==> src/rtl/pattern_pkg.sv <==
// pattern_pkg
// Shared definitions for the pattern reader slice.
//   state_t       : reader FSM states (IDLE, FETCH, HOLD, DONE)
//   BASE_ADDR_DEF : default ROM address of the first pattern bit
package pattern_pkg;

    typedef enum logic [1:0] {
        IDLE  = 2'd0,
        FETCH = 2'd1,
        HOLD  = 2'd2,
        DONE  = 2'd3
    } state_t;

    localparam int BASE_ADDR_DEF = 1;

endpackage

==> src/rtl/pattern_if.sv <==
// pattern_if
// Bundles the ROM address/data bus and the serial bit stream handshake.
//   mem_addr  : address to the ROM (initiator -> ROM)
//   mem_data  : combinational 1-bit ROM response (ROM -> initiator)
//   bit_out   : current stream bit (initiator -> consumer)
//   bit_valid : bit_out is valid (initiator -> consumer)
//   bit_ready : consumer accepts bit_out (consumer -> initiator)
// master = reader side, slave = ROM/consumer side.
interface pattern_if #(
    parameter int ADDR_W = 1024
) ();

    logic [ADDR_W-1:0] mem_addr;
    logic              mem_data;
    logic              bit_out;
    logic              bit_valid;
    logic              bit_ready;

    modport master (
        output mem_addr,
        input  mem_data,
        output bit_out,
        output bit_valid,
        input  bit_ready
    );

    modport slave (
        input  mem_addr,
        output mem_data,
        input  bit_out,
        input  bit_valid,
        output bit_ready
    );

endinterface

==> src/rtl/pattern_rd_ctr.sv <==
// pattern_rd_ctr
// Bit index and ones counters for the pattern reader.
//   i_clk, i_reset : clock, async active-high reset
//   i_clrIdx       : clear the bit index (has priority over increment)
//   i_incIdx       : advance the bit index
//   i_clrOnes      : clear the ones counter (has priority over add)
//   i_addOne       : count one accepted 1-bit
//   i_lenQ         : latched run length
//   o_idx          : current bit index within the pass
//   o_ones         : accepted ones since last start, wraps
//   o_lastIdx      : index points at the final bit of the pass
module pattern_rd_ctr #(
    parameter int LEN_W = 8
) (
    input  logic             i_clk,
    input  logic             i_reset,
    input  logic             i_clrIdx,
    input  logic             i_incIdx,
    input  logic             i_clrOnes,
    input  logic             i_addOne,
    input  logic [LEN_W-1:0] i_lenQ,
    output logic [LEN_W-1:0] o_idx,
    output logic [LEN_W-1:0] o_ones,
    output logic             o_lastIdx
);

    logic [LEN_W-1:0] r_idx;
    logic [LEN_W-1:0] r_ones;

    // Position of the bit currently being fetched/held inside one pass.
    always_ff @(posedge i_clk or posedge i_reset) begin
        if (i_reset) begin
            r_idx <= '0;
        end else if (i_clrIdx) begin
            r_idx <= '0;
        end else if (i_incIdx) begin
            r_idx <= r_idx + LEN_W'(1);
        end
    end

    // Running count of accepted ones; natural wrap at 2^LEN_W.
    always_ff @(posedge i_clk or posedge i_reset) begin
        if (i_reset) begin
            r_ones <= '0;
        end else if (i_clrOnes) begin
            r_ones <= '0;
        end else if (i_addOne) begin
            r_ones <= r_ones + LEN_W'(1);
        end
    end

    assign o_idx     = r_idx;
    assign o_ones    = r_ones;
    // len_q is never 0 while a run is active, so len_q-1 never underflows there.
    assign o_lastIdx = (r_idx == (i_lenQ - LEN_W'(1)));

endmodule

==> src/rtl/pattern_reader.sv <==
// pattern_reader
// Reads a bit pattern from a combinational ROM and streams it out with a
// valid/ready handshake. Supports programmable length, loop mode and abort.
//   i_clk, i_reset : clock, async active-high reset
//   i_start        : start pulse, accepted only in IDLE
//   i_len          : bits per pass, sampled on accepted start
//   i_loop         : repeat passes, sampled on accepted start
//   i_abort        : end the run immediately (no done pulse)
//   bus            : ROM bus + bit stream (master side)
//   o_busy         : not in IDLE
//   o_done         : one-cycle pulse after the last bit of a pass
//   o_onesCount    : accepted ones since the last start
module pattern_reader
    import pattern_pkg::*;
#(
    parameter int ADDR_W    = 1024,
    parameter int LEN_W     = 8,
    parameter int BASE_ADDR = BASE_ADDR_DEF
) (
    input  logic             i_clk,
    input  logic             i_reset,
    input  logic             i_start,
    input  logic [LEN_W-1:0] i_len,
    input  logic             i_loop,
    input  logic             i_abort,
    pattern_if.master        bus,
    output logic             o_busy,
    output logic             o_done,
    output logic [LEN_W-1:0] o_onesCount
);

    localparam logic [ADDR_W-1:0] BaseAddrW = ADDR_W'(BASE_ADDR);

    state_t            r_state;
    logic [LEN_W-1:0]  r_lenQ;
    logic              r_loopQ;
    logic [ADDR_W-1:0] r_memAddr;
    logic              r_bitOut;
    logic              r_bitValid;
    logic              r_busy;
    logic              r_done;

    logic              w_accept;
    logic              w_clrIdx;
    logic              w_incIdx;
    logic              w_clrOnes;
    logic              w_addOne;
    logic [LEN_W-1:0]  w_idx;
    logic [LEN_W-1:0]  w_ones;
    logic              w_lastIdx;

    // bit_valid is only ever high in HOLD, so HOLD && ready is the handshake.
    assign w_accept  = (r_state == HOLD) && bus.bit_ready;
    assign w_clrIdx  = ((r_state == IDLE) && i_start) || (r_state == DONE);
    assign w_incIdx  = w_accept && !w_lastIdx;
    assign w_clrOnes = (r_state == IDLE) && i_start;
    // An accept coincident with abort still counts.
    assign w_addOne  = w_accept && r_bitOut;

    pattern_rd_ctr #(
        .LEN_W(LEN_W)
    ) u_ctr (
        .i_clk    (i_clk),
        .i_reset  (i_reset),
        .i_clrIdx (w_clrIdx),
        .i_incIdx (w_incIdx),
        .i_clrOnes(w_clrOnes),
        .i_addOne (w_addOne),
        .i_lenQ   (r_lenQ),
        .o_idx    (w_idx),
        .o_ones   (w_ones),
        .o_lastIdx(w_lastIdx)
    );

    // Main FSM. mem_addr is registered and loaded one edge ahead so the ROM
    // sees the right address for the whole FETCH cycle and holds through HOLD.
    always_ff @(posedge i_clk or posedge i_reset) begin
        if (i_reset) begin
            r_state    <= IDLE;
            r_lenQ     <= '0;
            r_loopQ    <= 1'b0;
            r_memAddr  <= '0;
            r_bitOut   <= 1'b0;
            r_bitValid <= 1'b0;
            r_busy     <= 1'b0;
            r_done     <= 1'b0;
        end else begin
            r_done <= 1'b0;
            case (r_state)
                IDLE: begin
                    if (i_start) begin
                        if (i_len != '0) begin
                            r_lenQ    <= i_len;
                            r_loopQ   <= i_loop;
                            r_memAddr <= BaseAddrW;
                            r_busy    <= 1'b1;
                            r_state   <= FETCH;
                        end else begin
                            r_done <= 1'b1;
                        end
                    end
                end
                FETCH: begin
                    if (i_abort) begin
                        r_state   <= IDLE;
                        r_busy    <= 1'b0;
                        r_memAddr <= '0;
                    end else begin
                        r_bitOut   <= bus.mem_data;
                        r_bitValid <= 1'b1;
                        r_state    <= HOLD;
                    end
                end
                HOLD: begin
                    if (i_abort) begin
                        r_state    <= IDLE;
                        r_busy     <= 1'b0;
                        r_bitValid <= 1'b0;
                        r_memAddr  <= '0;
                    end else if (w_accept) begin
                        r_bitValid <= 1'b0;
                        if (w_lastIdx) begin
                            r_done    <= 1'b1;
                            r_memAddr <= '0;
                            r_state   <= DONE;
                        end else begin
                            r_memAddr <= BaseAddrW + ADDR_W'(w_idx) + ADDR_W'(1);
                            r_state   <= FETCH;
                        end
                    end
                end
                DONE: begin
                    if (!i_abort && r_loopQ) begin
                        r_memAddr <= BaseAddrW;
                        r_state   <= FETCH;
                    end else begin
                        r_busy  <= 1'b0;
                        r_state <= IDLE;
                    end
                end
                default: begin
                    r_state <= IDLE;
                end
            endcase
        end
    end

    assign bus.mem_addr  = r_memAddr;
    assign bus.bit_out   = r_bitOut;
    assign bus.bit_valid = r_bitValid;
    assign o_busy        = r_busy;
    assign o_done        = r_done;
    assign o_onesCount   = w_ones;

endmodule

==> src/flat_wrapper.sv <==
// flat-port wrapper written by rule: the top's interface ports become plain ports
module pattern_reader_flat import pattern_pkg::*;
#(
    parameter int ADDR_W    = 1024,
    parameter int LEN_W     = 8,
    parameter int BASE_ADDR = BASE_ADDR_DEF
)
  (i_clk, i_reset, i_start, i_len, i_loop, i_abort, o_busy, o_done, o_onesCount, bus_mem_addr, bus_mem_data, bus_bit_out, bus_bit_valid, bus_bit_ready);
  pattern_if #(.ADDR_W(ADDR_W)) bus_i ();
  input  logic i_clk;
  input  logic i_reset;
  input  logic i_start;
  input  logic [LEN_W-1:0] i_len;
  input  logic i_loop;
  input  logic i_abort;
  output logic o_busy;
  output logic o_done;
  output logic [LEN_W-1:0] o_onesCount;
  output wire logic [$bits(bus_i.mem_addr)-1:0] bus_mem_addr;
  input wire logic [$bits(bus_i.mem_data)-1:0] bus_mem_data;
  output wire logic [$bits(bus_i.bit_out)-1:0] bus_bit_out;
  output wire logic [$bits(bus_i.bit_valid)-1:0] bus_bit_valid;
  input wire logic [$bits(bus_i.bit_ready)-1:0] bus_bit_ready;
  assign bus_mem_addr = bus_i.mem_addr;
  assign bus_i.mem_data = bus_mem_data;
  assign bus_bit_out = bus_i.bit_out;
  assign bus_bit_valid = bus_i.bit_valid;
  assign bus_i.bit_ready = bus_bit_ready;
  pattern_reader #(.ADDR_W(ADDR_W), .LEN_W(LEN_W), .BASE_ADDR(BASE_ADDR)) u_core (.i_clk(i_clk), .i_reset(i_reset), .i_start(i_start), .i_len(i_len), .i_loop(i_loop), .i_abort(i_abort), .bus(bus_i), .o_busy(o_busy), .o_done(o_done), .o_onesCount(o_onesCount));
endmodule
==> config.mk <==
export PLATFORM = sky130hd
export DESIGN_NAME = pattern_reader_flat
export DESIGN_NICKNAME = d
export VERILOG_FILES = /design/src/rtl/pattern_pkg.sv /design/src/rtl/pattern_if.sv /design/src/rtl/pattern_rd_ctr.sv /design/src/rtl/pattern_reader.sv /design/src/flat_wrapper.sv
export SDC_FILE = /design/constraint.sdc
export NUM_CORES = 1
export LEC_CHECK = 0
export BUFFER_PORTS_ARGS = -buffer_cell sky130_fd_sc_hd__buf_4
export CORE_AREA = 4 4 404 406
export CTS_CLUSTER_SIZE = 25
export DETAILED_ROUTE_END_ITERATION = 10
export DIE_AREA = 0 0 408 410
export PLACE_DENSITY = 0.3
export REMOVE_ABC_BUFFERS = 1
export SKIP_CTS_REPAIR_TIMING = 1
export SYNTH_ARGS = -nofsm -noshare
export SYNTH_HDL_FRONTEND = slang
export SYNTH_HIERARCHICAL = 1
export SYNTH_SLANG_ARGS = --single-unit
==> constraint.sdc <==
create_clock -name i_clk -period 5.4 [get_ports i_clk]
set_input_delay 0.27 -clock i_clk [delete_from_list [all_inputs] [get_ports i_clk]]
set_output_delay 0.27 -clock i_clk [all_outputs]
set_load 0.005 [all_outputs]
==> results of run 1 <==
## cell usage in the layout, fill, tap and decap left out, types with 2 or more instances in the layout
cell type / Yosys / final
dfrtp_1: 40 / 40
o21ai_0: 9 / 9
or4_4: 3 / 3
nand4_1: 6 / 6
nand3_1: 6 / 6
mux2i_1: 4 / 4
a21oi_1: 13 / 13
o2111ai_1: 2 / 2
or3_1: 8 / 8
ha_1: 9 / 9
xnor2_1: 7 / 7
conb_1: 1 / 1015
clkbuf_16: 0 / 5
xor2_1: 13 / 13
nor2_1: 24 / 24
a211oi_1: 2 / 2
mux2_2: 21 / 21
buf_4: 1015 / 35
a21boi_0: 2 / 2
inv_1: 11 / 11
nor3_1: 5 / 5
nand2_1: 10 / 10
## cells by family after synthesis
family	count (synthesis)	synth area share (%)
buf+inv	1032	77.5
simple gates	74	4.03
flops	40	10.1
compound gates	37	2.72
mux	25	2.78
xor+xnor	20	1.76
fa+ha+maj	9	1.13
other cells	1	0.0378
## power groups by stage
stage,sequential [mW],clock (mW),combinational (mW)
global placement,0.455,0,0.589
global route,0.459,0.312,0.688
CTS,0.448,0.303,0.584
finish,0.445,0.287,0.602
floorplan,0.425,0,0.465
detailed placement,0.453,0,0.582
## per-stage QoR
step                      power, mW  cell area [sq um]  hold slack [ns]  cells
final                          1.33               9090           0.0920   3359
after global routing           1.46               9090            0.155   3359
after CTS                      1.34               9090            0.125   3359
after detailed placement       1.04               8960            0.436   3352
after global placement         1.04               8960            0.443   3352
after floorplan               0.890               6090            0.184   1231
## worst register-to-register path, cell delays in order (launching register included)
cell and delay (ns):
dfrtp_1 0.46, or4_4 0.53, nor4_2 0.25, a211oi_1 0.07
a211oi_1 0.61, nor2_1 0.26, o2111ai_1 0.43, o21ai_0 0.16
a21oi_1 0.14
## final cells by class
cell class | instances | area, sq um | share of cell area, %
timing repair buffer | 35 | 263 | 2.89
clock inverter | 1 | 5.00 | 0.0550
multi-input combinational | 1180 | 5040 | 55.5
inverter | 11 | 41.3 | 0.454
tap | 2086 | 2610 | 28.7
clock buffer | 6 | 129 | 1.42
sequential | 40 | 1000 | 11.0
## metal layers
layer  vias to the layer above  wire length (microns)
li1                       1880                      -
met1                      1957                   4190
met2                       455                   9180
met3                         4                   2350
met4                         0                     58
met5                         -                      0
## state kept, by name (all words and copies together), names as in the netlist
name,count
u_core/bus.bit_valid,1
u_core/r_state,2
u_core/r_lenQ,8
u_core/bus.mem_addr,9
u_core/u_ctr/o_idx,8
u_core/o_done,1
u_core/u_ctr/o_ones,8
u_core/bus.bit_out,1
u_core/o_busy,1
u_core/r_loopQ,1
## worst max path at each step
stage | endpoint | depth (start not counted) | start | slack [ns]
after floorplan | u_core/u_ctr/o_idx[5] | 8 | u_core/r_lenQ[0] | 2.79
after global placement | u_core/u_ctr/o_idx[5] | 8 | u_core/r_lenQ[2] | 2.37
final | u_core/u_ctr/o_idx[5] | 8 | u_core/r_lenQ[2] | 2.41
after CTS | u_core/u_ctr/o_idx[5] | 8 | u_core/r_lenQ[2] | 2.34
after detailed placement | u_core/u_ctr/o_idx[5] | 8 | u_core/r_lenQ[2] | 2.38
after global routing | u_core/u_ctr/o_idx[5] | 10 | u_core/r_lenQ[0] | 1.97
==> metrics.md, run 1 <==
| Metric | Value |
|---|---|
| GR Overflow Total | `0` |
| CTS H-tree depth | `2` |
| Switching Share | `44.4%` |
| Endpoint class of the critical path | `flip-flop` |
| 1st-pass router iterations | `4` |
| Met3 GRT Util | `0.325%` |
| Root Buffer | `clkbuf_16` |
| Area Overhead vs Synth | `-8.44%` |
| Final worst-path cycle share | `55.5%` |
| Busiest layer in global routing | `met2` |
| Seq/Total Area, Yosys | `between 10% and 20%` |
| Critical path peak fanout | `7` |
| Most frequent CP cell | `a211oi_1` |
| PD cells | `around 150 nW/um^2` |
| Clock tree buffer depth | `2` |
| Global-route met2 utilization | `2.69%` |
| # rows | `147` |
| Async S/R FF share, synth | `100%` |
| Met1 GRT Util | `between 1 and 1.5%` |
| Reg power frac | `33.4%` |
| Proportion of layout cells with a drive suffix above 1 | `5.89%` |
| GP Congestion | `0.639` |
| Avg Cell Area, Syn | `8.02 sq um` |
| Yosys reg bits | `40` |
| EDFF count, synth | `0` |
| Antenna Nets Post-Route | `0` |
| Status | `complete, no violations` |
| CTS tree | `done` |
| Achievable Freq | `334 MHz` |
| Setup Skew | `0.00877 ns` |
| FF-to-FF path depth | `8` |
| Reg-to-Reg End | `u_core/u_ctr/o_idx[5]` |
| Post-Syn Area | `a little under 10,000 sq um` |
| Core Area | `160,000 sq um` |
| VDD IR max | `0.000127 V` |
| Pin count of the biggest net entering global routing | `25` |
| Syn. warnings | `6` |
| Clock share of power | `21.5%` |
| CP arrival | `between 3 and 4 ns` |
| Number of global-route vias before repair | `2,943` |
| Synth area leaders | `buf_4, dfrtp_1, mux2_2` |
| R2R Setup Slk | `2.41 ns` |
| Maxcap violations | `0` |
| First-pass GRT wire length | `17.9 mm` |
| Delay-heaviest family, CP | `compound AO/OA/AOI/OAI gates` |
| Antenna violations before repair | `0` |
| Combinational Power Share | `45.1%` |
| Reg clk slew, reported paths | `0.06 ns` |
| R2R Path Start | `u_core/r_lenQ[2]` |
| Critical path class | `reg2reg` |
| Final core occ | `5.69%` |
| CP max stage delay | `0.61 ns` |
| Switching pwr | `between 500 and 600 uW` |
| Final HPWL DP | `14.6 mm` |
| Diode count | `0` |
| Via count | `4,296` |
| Buffers and inverters on the worst path | `0` |
| Die height | `410 microns` |
| Cell taking the most area after synthesis | `buf_4` |
| Wire per inst | `4.70 microns` |
| Tightest Pin Transition | `0.963 ns` |
| Worst skew pair latency | `0.28 ns` |
| Worst min path class | `in2async` |
| Die ar. | `167,000 sq um` |
| DRC viols | `0` |
| Library cells used by synthesis | `45` |
| Top post-synthesis cells by count | `buf_4, dfrtp_1, nor2_1, mux2_2` |
| Filler cell count in the final layout | `18,900` |
| CP Cell Sequence | `or4_4, nor4_2, a211oi_1, a211oi_1, nor2_1, o2111ai_1, o21ai_0, a21oi_1` |
| Worst Path Required | `around 5.6 ns` |
| Final net count | `1,297` |
| Total internal power | `742 uW` |
| Top-count cell post-synth | `buf_4` |
| Placement Setup Slack | `2.38 ns` |
| Total GRT Usage | `between 1 and 1.5%` |
| Detailed Route WL | `approximately 16 mm` |
| Mapped Cells | `1,238` |
| # port buffers | `35` |
| Clk sink count | `40` |
| Slowest CP cell | `a211oi_1` |
| Leak | `4.55 nW` |
| Post-synth top area share | `76.7%` |
| CTS Buf Count | `5` |
| Ys flop type | `dfrtp_1` |
| Via density | `1.28` |
| Startpoint Class | `flip-flop` |
| Setup ws final | `2.41 ns` |
| Hold Fails Final Rpt | `0` |
| Top Ports | `1,051` |
| Max-slew violations | `0` |
| Final min period | `between 2 and 3 ns` |
| Die W | `408 microns` |
| Slew HR | `35.8%` |
| Initial Util | `just over 6%` |
| RSZ-0062 raised after global routing | `no` |
| Setup TNS | `0 ns` |
| Final setup vio count | `0` |
| Iter 0 DRT Violations | `62` |
No activity file was read; power rests on OpenSTA's default activity.
==> inputs of run 2 (changes only) <==
--- a/config.mk
+++ b/config.mk
@@ -6,10 +6,10 @@
 export NUM_CORES = 1
 export LEC_CHECK = 0
 export BUFFER_PORTS_ARGS = -buffer_cell sky130_fd_sc_hd__buf_4
-export CORE_AREA = 4 4 404 406
+export CORE_AREA = 4 4 402 404
 export CTS_CLUSTER_SIZE = 25
 export DETAILED_ROUTE_END_ITERATION = 10
-export DIE_AREA = 0 0 408 410
+export DIE_AREA = 0 0 406 408
 export PLACE_DENSITY = 0.3
 export REMOVE_ABC_BUFFERS = 1
 export SKIP_CTS_REPAIR_TIMING = 1
==> constraint.sdc (replaced) <==
create_clock -name i_clk -period 2.6 [get_ports i_clk]
set_input_delay 0.13 -clock i_clk [delete_from_list [all_inputs] [get_ports i_clk]]
set_output_delay 0.13 -clock i_clk [all_outputs]
set_load 0.005 [all_outputs]
==> run 2 against run 1 <==
Via count increased by 1.2%. Count of clock-buffer cells in the layout shrank 1. Utilization increased by 0.23 points. Sequential power increased by 99%. Die area fell by 0.98%. Worst setup slack lost 2.3 ns. Critical path depth increased by 2. Clock skew fell by 0.0012 ns. Total power increased by 130%. First-iteration DRC count fell by 45%. Register-to-register slack lost 2.3 ns. Clock power increased to 2.5 times the previous value. Critical path type unchanged.
==> metrics.md, run 2 (synthesis results as in run 1) <==
| Metric | Value |
|---|---|
| Wire per inst | `4.61 microns (was 4.70 microns)` |
| Iter 0 DRT Violations | `34 (was 62)` |
| Reg clk slew, reported paths | `0.06 ns (about the same)` |
| Setup TNS | `0 ns (unchanged)` |
| RSZ-0062 raised after global routing | `yes (was no)` |
| Most common cell after layout, fill and taps aside | `conb_1 (unchanged)` |
| Worst Setup SP | `u_core/r_lenQ[4] (was u_core/r_lenQ[2])` |
| Worst skew pair latency | `0.29 ns (was 0.28 ns)` |
| Diode count | `0 (unchanged)` |
| Core Area | `158,000 sq um (was 160,000 sq um)` |
| Detailed Route WL | `15.5 mm (was 15.8 mm)` |
| Final setup vio count | `0 (unchanged)` |
| Fin cells | `3,369 (was 3,359)` |
| Top Ports | `1,051 (unchanged)` |
| Die W | `406 microns (was 408 microns)` |
| GP Congestion | `0.615 (was 0.639)` |
| Hold Fails Final Rpt | `0 (unchanged)` |
| Smallest hold slack | `0.0765 ns (was 0.0920 ns)` |
| Clk sink count | `40 (unchanged)` |
| CTS tree | `done (unchanged)` |
| VDD IR max | `0.000239 V (was 0.000127 V)` |
| Max-slew violations | `0 (unchanged)` |
| Final net count | `1,320 (was 1,297)` |
| Tightest Pin Transition | `0.788 ns (was 0.963 ns)` |
| Total GRT Usage | `1.36% (was 1.32%)` |
| Critical path class | `reg2reg (unchanged)` |
| Worst min path class | `in2reg (was in2async)` |
| GR Overflow Total | `0 (unchanged)` |
| Status | `complete, no violations (unchanged)` |
| Most frequent cells in the layout | `conb_1, buf_4, dfrtp_1 (was conb_1, dfrtp_1, buf_4)` |
| Achievable Freq | `398 MHz (was 334 MHz)` |
| Pin count of the biggest net entering global routing | `25 (unchanged)` |
| Initial Util | `6.29% (was 6.21%)` |
| Slew HR | `47.4% (was 35.8%)` |
| Number of global-route vias before repair | `3,168 (was 2,943)` |
| Via density | `1.29 (was 1.28)` |
| Proportion of layout cells with a drive suffix above 1 | `8.17% (was 5.89%)` |
| First-pass GRT wire length | `18.9 mm (was 17.9 mm)` |
| Die ar. | `166,000 sq um (was 167,000 sq um)` |
| Filler cell count in the final layout | `18,700 (was 18,900)` |
| DRC viols | `0 (unchanged)` |
| Hold path startpoint | `bus_mem_data` |
| Setup Skew | `0.00757 ns (was 0.00877 ns)` |
| Finished layout cell area | `9340 sq um (was 9090 sq um)` |
| Area Overhead vs Synth | `-6.01% (was -8.44%)` |
| DP Cell Count | `3,359 (was 3,352)` |
| Maxcap violations | `0 (unchanged)` |
| Via count | `4,347 (was 4,296)` |
| # port buffers | `35 (unchanged)` |
| Die height | `408 microns (was 410 microns)` |
| Final HPWL DP | `14.3 mm (was 14.6 mm)` |
| R2R Path Start | `u_core/r_lenQ[4] (was u_core/r_lenQ[2])` |
| Endpoint class of the critical path | `flip-flop (unchanged)` |
| # rows | `146 (was 147)` |
| CTS H-tree depth | `2 (unchanged)` |
| PD cells | `326 nW/um^2 (was 147 nW/um^2)` |
| Worst Path Required | `2.82 ns (was 5.60 ns)` |
| Critical path peak fanout | `3 (was 7)` |
| Final min period | `2.51 ns (was 2.99 ns)` |
| Placed Area | `9110 sq um (was 8960 sq um)` |
| CTS Buf Count | `5 (unchanged)` |
| Clock tree buffer depth | `2 (unchanged)` |
| Antenna Nets Post-Route | `0 (unchanged)` |
| Leak | `4.69 nW (was 4.55 nW)` |
| CP arrival | `2.73 ns (was 3.19 ns)` |
| 1st-pass router iterations | `4 (unchanged)` |
| Final worst-path cycle share | `96.7% (was 55.5%)` |
| Root Buffer | `clkbuf_16 (unchanged)` |
| Antenna violations before repair | `0 (unchanged)` |
| Startpoint Class | `flip-flop (unchanged)` |
| Max reg flops | `9 (unchanged)` |
-- run 2: cell types whose count changed in the layout (fill, tap and decap cells not counted), sizes merged --
| cell | change |
|---|---|
| buf | +22 |
| bufinv | +1 |
| clkbuf | -1 |
| clkinvlp | +1 |
| dlygate4sd3 | +1 |
-- run 2: report_power, final --
part	internal, mW	switching, mW
Combinational	0.545	0.893
Clock	0.451	0.269
Sequential	0.754	0.133
Total	1.75	1.29
-- run 2: routing by layer --
metal	track usage (%)	wire, microns
met3	0.333	2400
met2	2.86	8820
met4	0.168	52
met5	0	0
met1	1.34	4250
-- run 2: cell type report --
type | instances | area [sq um] | area share (%)
clock buffers | 5 | 125 | 1.34
clock inverters | 3 | 42.5 | 0.456
inverters | 11 | 41.3 | 0.442
multi-input cells | 1180 | 5080 | 54.4
flip-flops and latches | 40 | 1000 | 10.7
well taps | 2072 | 2590 | 27.8
repair buffers | 58 | 450 | 4.83
-- run 2: per-stage QoR --
stage          power (mW)  utilization, %  setup slack (ns)
2_1_floorplan        1.85               -           -0.0111
3_3_place_gp         2.30            5.77           -0.0740
3_5_place_dp         2.27            5.77           -0.0670
4_1_cts              3.02            5.88           -0.0782
5_1_grt              3.34            5.91           -0.0523
6_report             3.05            5.91            0.0866
-- run 2: path summary, 6_finish.rpt --
check	to	slack, ns	cells past startpoint
worst max-delay path	u_core/u_ctr/o_idx[6]	0.09	10
worst min-delay path	u_core/bus.bit_out	0.08	2
worst max register to register	u_core/u_ctr/o_idx[6]	0.09	10
worst min register to register	u_core/bus.mem_addr[8]	0.51	1
max in group asynchronous	u_core/u_ctr/o_idx[7]	1.50	3
min in group asynchronous	u_core/r_lenQ[2]	0.52	4
-- run 2: critical path, cell delays in order (launching register included) --
cell      delay, ns
dfrtp_1        0.39
or4_4          0.58
o221a_1        0.27
a211oi_2       0.17
a211oi_2       0.12
nor2_2         0.17
buf_4          0.15
nand2_2        0.05
or3_4          0.32
xor2_1         0.14
nor2_1         0.09
==> inputs of run 3 (changes only) <==
--- a/config.mk
+++ b/config.mk
@@ -6,12 +6,14 @@
 export NUM_CORES = 1
 export LEC_CHECK = 0
 export BUFFER_PORTS_ARGS = -buffer_cell sky130_fd_sc_hd__buf_4
-export CORE_AREA = 4 4 402 404
+export CORE_AREA = 2 2 412 414
 export CTS_CLUSTER_SIZE = 25
 export DETAILED_ROUTE_END_ITERATION = 10
-export DIE_AREA = 0 0 406 408
+export DIE_AREA = 0 0 414 416
+export GPL_ROUTABILITY_DRIVEN = 0
 export PLACE_DENSITY = 0.3
 export REMOVE_ABC_BUFFERS = 1
+export SETUP_SLACK_MARGIN = 0.1
 export SKIP_CTS_REPAIR_TIMING = 1
 export SYNTH_ARGS = -nofsm -noshare
 export SYNTH_HDL_FRONTEND = slang
==> run 3 against run 2 <==
Clock power is 12% higher. Cell area grew 2.8%. Via count up 0.51%. Fmax up 1.4%. Global-route usage decreased by 0.060 points. Clock skew is 0.00070 ns higher. Non-clock buffer count up 2. Sequential share of layout area is 0.29 points lower. Critical path depth down 1. Wire length shrank 3.4%. Die area grew 4.0%. Hold slack improved by 0.012 ns. Largest cell class unchanged.
==> metrics.md, run 3 (synthesis results as in run 1) <==
| Metric | Value |
|---|---|
| Clock tree buffer depth | `2 (unchanged)` |
| Tightest Pin Transition | `0.711 ns (was 0.788 ns)` |
| Startpoint Class | `flip-flop (unchanged)` |
| Core Area | `168,000 sq um (was 158,000 sq um)` |
| # rows | `151 (was 146)` |
| CP max stage delay | `0.58 ns (about the same)` |
| Worst min path class | `in2reg (unchanged)` |
| Total GRT Usage | `1.30% (was 1.36%)` |
| Via count | `4,369 (was 4,347)` |
| 1st-pass router iterations | `4 (unchanged)` |
| Antenna violations before repair | `2 (was 0)` |
| Final net count | `1,322 (was 1,320)` |
| Proportion of layout cells with a drive suffix above 1 | `8.86% (was 8.17%)` |
| Worst skew pair latency | `0.29 ns (about the same)` |
| Wire per inst | `4.27 microns (was 4.61 microns)` |
| Final worst-path cycle share | `95.3% (was 96.7%)` |
| Max reg flops | `9 (unchanged)` |
| Most common cell after layout, fill and taps aside | `conb_1 (unchanged)` |
| GR Overflow Total | `0 (unchanged)` |
| Antenna Nets Post-Route | `0 (unchanged)` |
| CP Cell Sequence | `or4_4, o221a_1, a211oi_2, a211oi_4, nor2_4, nand2_1, or3_1, xor2_1, nor2_1 (was or4_4, o221a_1, a211oi_2, a211oi_2, nor2_2, buf_4, nand2_2, or3_4, xor2_1, nor2_1)` |
| CTS H-tree depth | `2 (unchanged)` |
| Slew HR | `52.5% (was 47.4%)` |
| First-pass GRT wire length | `16.6 mm (was 18.9 mm)` |
| Setup Skew | `0.00827 ns (was 0.00757 ns)` |
| Detailed Route WL | `15.0 mm (was 15.5 mm)` |
| # port buffers | `35 (unchanged)` |
| PD cells | `335 nW/um^2 (was 326 nW/um^2)` |
| Iter 0 DRT Violations | `74 (was 34)` |
| Final setup vio count | `0 (unchanged)` |
| Setup TNS | `0 ns (unchanged)` |
| Leak | `4.70 nW (was 4.69 nW)` |
| Top Ports | `1,051 (unchanged)` |
| CTS tree | `done (unchanged)` |
| Worst Path Required | `2.81 ns (was 2.82 ns)` |
| Initial Util | `5.91% (was 6.29%)` |
| Maxcap violations | `0 (unchanged)` |
| Finished layout cell area | `9600 sq um (was 9340 sq um)` |
| Critical path class | `reg2reg (unchanged)` |
| VDD IR max | `0.000241 V (was 0.000239 V)` |
| DRC viols | `0 (unchanged)` |
| Area Overhead vs Synth | `-3.35% (was -6.01%)` |
| Endpoint class of the critical path | `flip-flop (unchanged)` |
| Max-slew violations | `0 (unchanged)` |
| Critical path peak fanout | `3 (unchanged)` |
| Pin count of the biggest net entering global routing | `25 (unchanged)` |
| Placed Area | `9300 sq um (was 9110 sq um)` |
| Status | `complete, no violations (unchanged)` |
| Die height | `416 microns (was 408 microns)` |
| Most frequent cells in the layout | `conb_1, buf_4, dfrtp_1 (unchanged)` |
| Final min period | `2.48 ns (was 2.51 ns)` |
| Number of global-route vias before repair | `2,344 (was 3,168)` |
| Clk sink count | `40 (unchanged)` |
| Root Buffer | `clkbuf_16 (unchanged)` |
| Diode count | `0 (unchanged)` |
| Slowest CP cell | `or4_4 (unchanged)` |
| Final HPWL DP | `13.7 mm (was 14.3 mm)` |
| RSZ-0062 raised after global routing | `yes (unchanged)` |
| Via density | `1.24 (was 1.29)` |
| CTS Buf Count | `5 (unchanged)` |
| Achievable Freq | `403 MHz (was 398 MHz)` |
| Hold Fails Final Rpt | `0 (unchanged)` |
| Die W | `414 microns (was 406 microns)` |
| Die ar. | `172,000 sq um (was 166,000 sq um)` |
| Reg clk slew, reported paths | `0.07 ns (was 0.06 ns)` |
| CP arrival | `2.69 ns (was 2.73 ns)` |
## run 3: power breakdown
part	total, mW	switching [mW]	internal [mW]
logic	1.51	0.945	0.564
registers	0.895	0.140	0.754
clock network	0.808	0.263	0.545
total	3.21	1.35	1.86
## run 3: layout make-up
type | instances | area, sq um
well taps | 2218 | 2780
multi-input cells | 1180 | 5140
fillers | 19900 | 159000
repair buffers | 60 | 457
flip-flops and latches | 40 | 1000
clock buffers | 5 | 125
inverters | 11 | 41.3
clock inverters | 2 | 60.1
## run 3: worst paths after layout
check                                       start                     end  slack [ns]  cells past startpoint
min                                  bus_mem_data      u_core/bus.bit_out        0.09                      2
max in group asynchronous                 i_reset  u_core/u_ctr/o_ones[5]        1.56                      3
max reg2reg                      u_core/r_lenQ[4]   u_core/u_ctr/o_idx[6]        0.12                      9
max                              u_core/r_lenQ[4]   u_core/u_ctr/o_idx[6]        0.12                      9
min in group asynchronous                 i_reset        u_core/r_lenQ[3]        0.53                      4
min reg2reg                u_core/bus.mem_addr[1]  u_core/bus.mem_addr[1]        0.52                      1
## run 3: critical path: cells and delay by family, from the launching register on
family          cells  cell delay, ns
compound gates      3            0.63
xor+xnor            1            0.14
flops               1            0.40
simple gates        5            1.22
## run 3: through the flow
stage | utilization [%] | power (mW) | setup slack [ns] | std cells | hold WS, ns
3_3_place_gp | 5.53 | 2.36 | -0.0840 | 3507 | 0.248
6_report | 5.71 | 3.21 | 0.121 | 3516 | 0.0883
4_1_cts | 5.64 | 3.18 | -0.108 | 3514 | -0.0632
3_5_place_dp | 5.53 | 2.34 | -0.0954 | 3507 | 0.247
2_1_floorplan | - | 1.85 | -0.0111 | 1231 | 0.0437
5_1_grt | 5.71 | 3.49 | -0.0232 | 3516 | 0.0822
## run 3: per-layer routing
metal  GRT usage, %  share of wire, %  vias to the layer above
met1           1.49                32                     1971
met5              0                 0                        -
met3          0.282                11                       11
met4          0.168              0.42                        0
met2           2.50                57                      457
li1               -                 -                     1930
